[src/rtl/dmem_arb_pkg.sv]
// Shared types and default widths for the data-memory port arbiter.
// The arbiter's force path is enabled by defining DMEM_ARB_STARVE_EN.
package dmem_arb_pkg;

    localparam int unsigned DEF_ADDR_W       = 32;
    localparam int unsigned DEF_DATA_W       = 32;
    localparam int unsigned DEF_STARVE_LIMIT = 8;

    // Who owned data_mem in the cycle that just ended.
    typedef enum logic [1:0] {
        ARB_IDLE  = 2'd0,
        ARB_CPU   = 2'd1,
        ARB_DMA   = 2'd2,
        ARB_FORCE = 2'd3
    } arb_state_t;

endpackage

[src/rtl/dmem_arb_starve_cnt.sv]
// Saturating count of consecutive cycles a DMA request has been refused.
// Instantiated only when DMEM_ARB_STARVE_EN is defined.
module dmem_arb_starve_cnt #(
    parameter int unsigned LIMIT = 8
) (
    input  logic clk,
    input  logic reset,
    input  logic clear,
    input  logic incr,
    output logic at_limit
);

    localparam int unsigned CNT_W = $clog2(LIMIT + 1);
    localparam logic [CNT_W-1:0] LIMIT_C = CNT_W'(LIMIT);

    logic [CNT_W-1:0] count;

    assign at_limit = (count == LIMIT_C);

    // NOTE: registers use non-blocking assignment so every flop samples pre-edge values.
    always_ff @(posedge clk) begin
        if (reset || clear) begin
            count <= '0;
        end else if (incr && !at_limit) begin
            count <= count + 1'b1;
        end
    end

endmodule

[src/rtl/dmem_port_arbiter.sv]
// Shares single-port data_mem between the MEM stage (fixed priority) and a DMA port.
// Define DMEM_ARB_STARVE_EN to add the bounded anti-starvation forced DMA grant.
module dmem_port_arbiter
    import dmem_arb_pkg::*;
#(
    parameter int unsigned ADDR_W       = DEF_ADDR_W,
    parameter int unsigned DATA_W       = DEF_DATA_W,
    parameter int unsigned STARVE_LIMIT = DEF_STARVE_LIMIT
) (
    input  logic              clk,
    input  logic              reset,
    input  logic              cpu_req,
    input  logic              cpu_wr_en,
    input  logic [ADDR_W-1:0] cpu_addr,
    input  logic [DATA_W-1:0] cpu_wr_data,
    output logic [DATA_W-1:0] cpu_rd_data,
    output logic              cpu_stall,
    input  logic              dma_req,
    input  logic              dma_wr_en,
    input  logic [ADDR_W-1:0] dma_addr,
    input  logic [DATA_W-1:0] dma_wr_data,
    output logic              dma_gnt,
    output logic [DATA_W-1:0] dma_rd_data,
    output logic              dma_rd_valid,
    output logic              mem_wr_en,
    output logic [ADDR_W-1:0] mem_addr,
    output logic [DATA_W-1:0] mem_wr_data,
    input  logic [DATA_W-1:0] mem_rd_data
);

    if (STARVE_LIMIT < 1 || STARVE_LIMIT > 255) begin : g_bad_limit
        $error("dmem_port_arbiter: STARVE_LIMIT must lie in 1..255");
    end

    arb_state_t state;
    arb_state_t next_state;
    logic       force_gnt;
    logic       cpu_gnt;

`ifdef DMEM_ARB_STARVE_EN
    logic at_limit;

    // A refused request counts up; any grant or a withdrawn request starts over.
    dmem_arb_starve_cnt #(
        .LIMIT (STARVE_LIMIT)
    ) u_starve_cnt (
        .clk      (clk),
        .reset    (reset),
        .clear    (!dma_req || dma_gnt),
        .incr     (dma_req && !dma_gnt),
        .at_limit (at_limit)
    );

    assign force_gnt = at_limit && dma_req;
    assign cpu_stall = cpu_req && dma_gnt;
`else
    assign force_gnt = 1'b0;
    assign cpu_stall = 1'b0;
`endif

    // NOTE: every always_comb output gets a default first so no path can infer a latch.
    always_comb begin
        next_state = ARB_IDLE;
        if (!reset) begin
            if (force_gnt) begin
                next_state = ARB_FORCE;
            end else if (cpu_req) begin
                next_state = ARB_CPU;
            end else if (dma_req) begin
                next_state = ARB_DMA;
            end
        end
    end

    assign cpu_gnt = (next_state == ARB_CPU);
    assign dma_gnt = (next_state == ARB_DMA) || (next_state == ARB_FORCE);

    // Only the granted port reaches data_mem; with no owner the bus is parked at zero.
    always_comb begin
        mem_wr_en   = 1'b0;
        mem_addr    = '0;
        mem_wr_data = '0;
        if (dma_gnt) begin
            mem_wr_en   = dma_wr_en;
            mem_addr    = dma_addr;
            mem_wr_data = dma_wr_data;
        end else if (cpu_gnt) begin
            mem_wr_en   = cpu_wr_en;
            mem_addr    = cpu_addr;
            mem_wr_data = cpu_wr_data;
        end
    end

    assign cpu_rd_data = mem_rd_data;

    always_ff @(posedge clk) begin
        if (reset) begin
            state        <= ARB_IDLE;
            dma_rd_valid <= 1'b0;
            dma_rd_data  <= '0;
        end else begin
            state        <= next_state;
            dma_rd_valid <= dma_gnt && !dma_wr_en;
            if (dma_gnt && !dma_wr_en) begin
                dma_rd_data <= mem_rd_data;
            end
        end
    end

endmodule

[config.mk]
export PLATFORM = sky130hd
export DESIGN_NAME = dmem_port_arbiter
export DESIGN_NICKNAME = d
export VERILOG_FILES = /design/src/rtl/dmem_arb_pkg.sv /design/src/rtl/dmem_arb_starve_cnt.sv /design/src/rtl/dmem_port_arbiter.sv
export SDC_FILE = /design/constraint.sdc
export NUM_CORES = 1
export LEC_CHECK = 0
export ABC_AREA = 1
export CORE_AREA = 3 3 114 116
export CTS_CLUSTER_SIZE = 10
export DETAILED_ROUTE_END_ITERATION = 16
export DIE_AREA = 0 0 117 119
export PLACE_DENSITY = 0.67
export SYNTH_ARGS = -nofsm -noshare
export SYNTH_HDL_FRONTEND = slang
export SYNTH_SLANG_ARGS = --single-unit
[constraint.sdc]
create_clock -name clk -period 2.3 [get_ports clk]
set_input_delay 0.46 -clock clk [delete_from_list [all_inputs] [get_ports clk]]
set_output_delay 0.46 -clock clk [all_outputs]
set_load 0.05 [all_outputs]
* After elaboration in Yosys (flattened, before gate mapping) *
Cells that the tools add are included.

storage, ports and cells
  logic and storage cells = 17
  register bits after elaboration = 33
  input port bits = 166

operators by class
  mux-type cells = 9
  eq/ne operators = 3
  reduce and logical (&&, ||, !) cells = 3

operators with widths
  kind                  number
  $mux W32              4
  $mux W2               3
  $eq A2 B2 Y1 const B  2
  $eq A2 B1 Y1 const B  1
  $mux W1               2
  $logic_and A1 B1 Y1   1
  $logic_not A1 Y1      1
  $logic_or A1 B1 Y1    1

* Longest topological paths before layout *
  depth in word-level cells = 6
  gate-level depth with buffers = 7
  depth with buffers taken out = 5

* Worst setup path after synthesis *
OpenSTA, ideal clock, no wires.

  kind = input-to-output
  from = in dma_wr_en
  to = out mem_wr_en
  setup slack = -99 ps
  cell stages on the path = 3
  data arrival time = 1,939 ps
  data required time = 1,840 ps
  cell sequence = clkinv_1 -> clkbuf_1 -> o21ai_0

on the way
  word-level cells in the longest chain between the ends = 1

RTL lines
  what             RTL line                 source
  start, declared  dmem_port_arbiter.sv:19  input logic dma_wr_en,
  $mux W1          dmem_port_arbiter.sv:83  if (dma_gnt) begin
  end, declared    dmem_port_arbiter.sv:25  output logic mem_wr_en,

Every way passes these cells.

* Worst setup path after layout *
  from = in dma_req
  to = out mem_addr[16]

on the way
  word-level cells in the longest chain between the ends = 6

RTL lines
  what                                                   RTL line                                          source
  start, declared                                        dmem_port_arbiter.sv:18                           input logic dma_req,
  $mux W2 *                                              dmem_port_arbiter.sv:69                           end else if (dma_req) begin
  $mux W2 *                                              dmem_port_arbiter.sv:67                           end else if (cpu_req) begin
  $mux W2 *                                              dmem_port_arbiter.sv:64                           if (!reset) begin
  $eq A2 B1 Y1 / $eq A2 B2 Y1 (equally long branches)    dmem_port_arbiter.sv:75, dmem_port_arbiter.sv:76
  $mux W32 / $logic_or A1 B1 Y1 (equally long branches)  dmem_port_arbiter.sv:87, dmem_port_arbiter.sv:76
  $mux W32 *                                             dmem_port_arbiter.sv:83
  end, declared                                          dmem_port_arbiter.sv:26                           output logic [ADDR_W-1:0] mem_addr,

Every way passes the cells marked *; elsewhere a longest branch is shown, timed or not.

==> impl_metrics.ini <==
[outcome]
status = finished, final reports clean

[clock_tree]
cts_max_level = 2
clkLatencyLatePin_ns = 0.27
cts_buffer_depth = 2
cts_root_buffer = clkbuf_16
cts.sink_count = 33
clkTransAtPathRegs_ns = 0.05
cts_buffers = 5
post_cts_buffers = 0
cts_tree = yes

[worst_setup_path]
ff2ff_path_depth = 4
ff2ff_setup_slack_ns = 1.66
reg2reg_to = dma_rd_data[23]
required_ns = 1.84
critPathCaptureType = output port
start_kind = input port
rr_startpoint = dma_rd_data[23]
critPathKind = in2out
worstPathMaxFanout = 21
cp.arrival_ns = 1.79

[final_layout]
syn_to_final_growth_pct = 142
diodes = 0
final_nets = 942
final_cells = 924
drive_gt1_share_pct = 16.1

[timing]
skew_ns = 0
fmax_mhz = 444
rsz0062_at_grt = no
whs_ns = 0.509
slew_viol_final = 0
tns_ns = 0
finalCritPeriodShare_pct = 97.9
slew_headroom_pct = 63.2
setup_violations = 0
finalHoldViolCount = 0
timing.final.ws_setup_ns = 0.0475
tightest_slew_ns = 0.550
fin_crit_ns = 2.25

[hold_path]
min_path_cells = 4
hold_class = reg2reg
hold_start = dma_rd_data[9]
whs_endpoint = dma_rd_data[9]

[power]
powerDensity_mw_per_mm2 = 416
total_power_mw = 2.87
ir_drop_v = 0.000241
power.leakage_nw = 3.29

[logic_synthesis]
synth_area_per_cell_um2 = 5.39
ys_warn_count = 0
synth.yosys.seq_area_share_pct = 23.2
ys_ff_latch = 33
synth_top_area_share_pct = 25.4
synthCells = 529
synthDistinctLibCells = 17
synth_largest_area_cell = nand2_1
netlist_area_mm2 = 0.00285
synthTopCellsByArea = nand2_1 25%, dfxtp_1 23%, inv_1 13%, nand3_1 11%, buf_4 9.2%
syn_nets = 695

[placed_design]
dp_slack_ns = 0.00688
place.gp.congestion = 0.857
dp_hpwl_um = 12200
placed_cells = 915
numPortBuffers = 296

[floorplan]
fp.coreArea_mm2 = 0.0120
initial_core_util_pct = 23.7
pin_count = 298
dieHeight_um = 119
die_w_um = 117
rows = 40
dieArea_mm2 = 0.0139

[global_routing]
grt_usage_pct = 20.3
grt_pass1_wl_um = 22200
grt_max_degree = 43
grt_remaining_overflow = 0
antenna_found_initial = 0
grt_pass1_vias = 4143

[detailed_routing]
via_per_inst = 4.43
drtIter0Drc = 293
drc_errors = 0
drtAntennaViolNets = 0
dr_total_vias = 4094
drt-total-wl_um = 14700
wire_per_inst_um = 15.9
dr.pass1.iters = 5

[run]
cap_violations = 0
[worst max-delay path by stage]
stage / from / endpoint / cells past startpoint
6_report: dma_req / mem_addr[16] / 7
5_1_grt: dma_req / mem_addr[24] / 7
4_1_cts: reset / mem_addr[29] / 8
3_5_place_dp: reset / mem_addr[29] / 8
3_3_place_gp: reset / mem_addr[29] / 8
2_1_floorplan: dma_wr_en / mem_wr_en / 3
[kinds of logic (layout without fill, tap and decap cells)]
group | Yosys count | count (layout) | synth area share [%]
buffers and inverters | 170 | 418 | 27.7
AOI/OAI and AO/OA | 1 | 1 | 0.175
other | 1 | 1 | 0.132
and+or+nand+nor | 324 | 324 | 48.8
DFF | 33 | 33 | 23.2
[flip-flops by register name, summed over array words and instances (netlist names)]
name	flops
dma_rd_valid	1
dma_rd_data	32
[where the power goes]
group | leakage (nW) | switching [mW] | internal (mW)
registers | 0.268 | 0.0102 | 0.593
logic | 2.94 | 0.772 | 0.726
clock network | 0.0841 | 0.233 | 0.540
total | 3.29 | 1.02 | 1.86
[through the flow]
stage / area [um^2] / util, %
final: 6910 / 57.5
after global routing: 6910 / 57.5
after CTS: 6870 / 57.2
after detailed placement: 6690 / 55.7
after global placement: 6690 / 55.7
after floorplan: 2850 / -
[placed cells by master (no fill, tap or decap)]
master             n
inv_4              1
inv_1             97
clkbuf_16          6
nand2_1          192
nor2_1            32
conb_1             1
buf_2              1
dlymetal6s2s_1     1
nand3_1           65
clkinv_1           1
inv_2              1
nand4_1           32
nor2_4             1
nand3_2            1
buf_4              9
buf_8              1
clkdlybuf4s50_1  196
bufinv_16          1
clkbuf_8           1
clkbuf_1           1
buf_12           101
nand2_2            1
o21ai_1            1
dfxtp_1           33
[critical path, cell delays in order]
cell and delay [ns]:
clkdlybuf4s50_1 0.54, nand2_1 0.13, inv_4 0.13, clkbuf_16 0.20
nand2_1 0.07, nand2_1 0.11, buf_12 0.15
[per-layer routing]
layer | global-route usage (%) | part of all wire, %
met5 | 0 | 0
met4 | 5.23 | 2.1
met3 | 6.30 | 8.8
met2 | 38.6 | 54
met1 | 21.1 | 35
[repair_timing]
item	in CTS	in global routing
hold buffers	0	0
gates cloned	0	1
gates resized for setup	1	4
endpoints found under the setup margin	2	57
[layout make-up]
cell class              count  area [um^2]
clock buffers               7          143
clock inverters             1         30.0
fillers                  1107         5100
inverters                 100          378
multi-input cells         326         1400
flip-flops and latches     33          661
well taps                 147          184
repair buffers            310         4110
[cells in the mapped netlist (all sizes together)]
| cell | count |
|---|---|
| clkbuf | 21 |
| nand2 | 193 |
| o21ai | 1 |
| clkinv | 1 |
| buf | 49 |
| nand3 | 66 |
| dfxtp | 33 |
| inv | 99 |
| conb | 1 |
| nor2 | 33 |
| nand4 | 32 |
No activity file was read; power rests on OpenSTA's default activity.
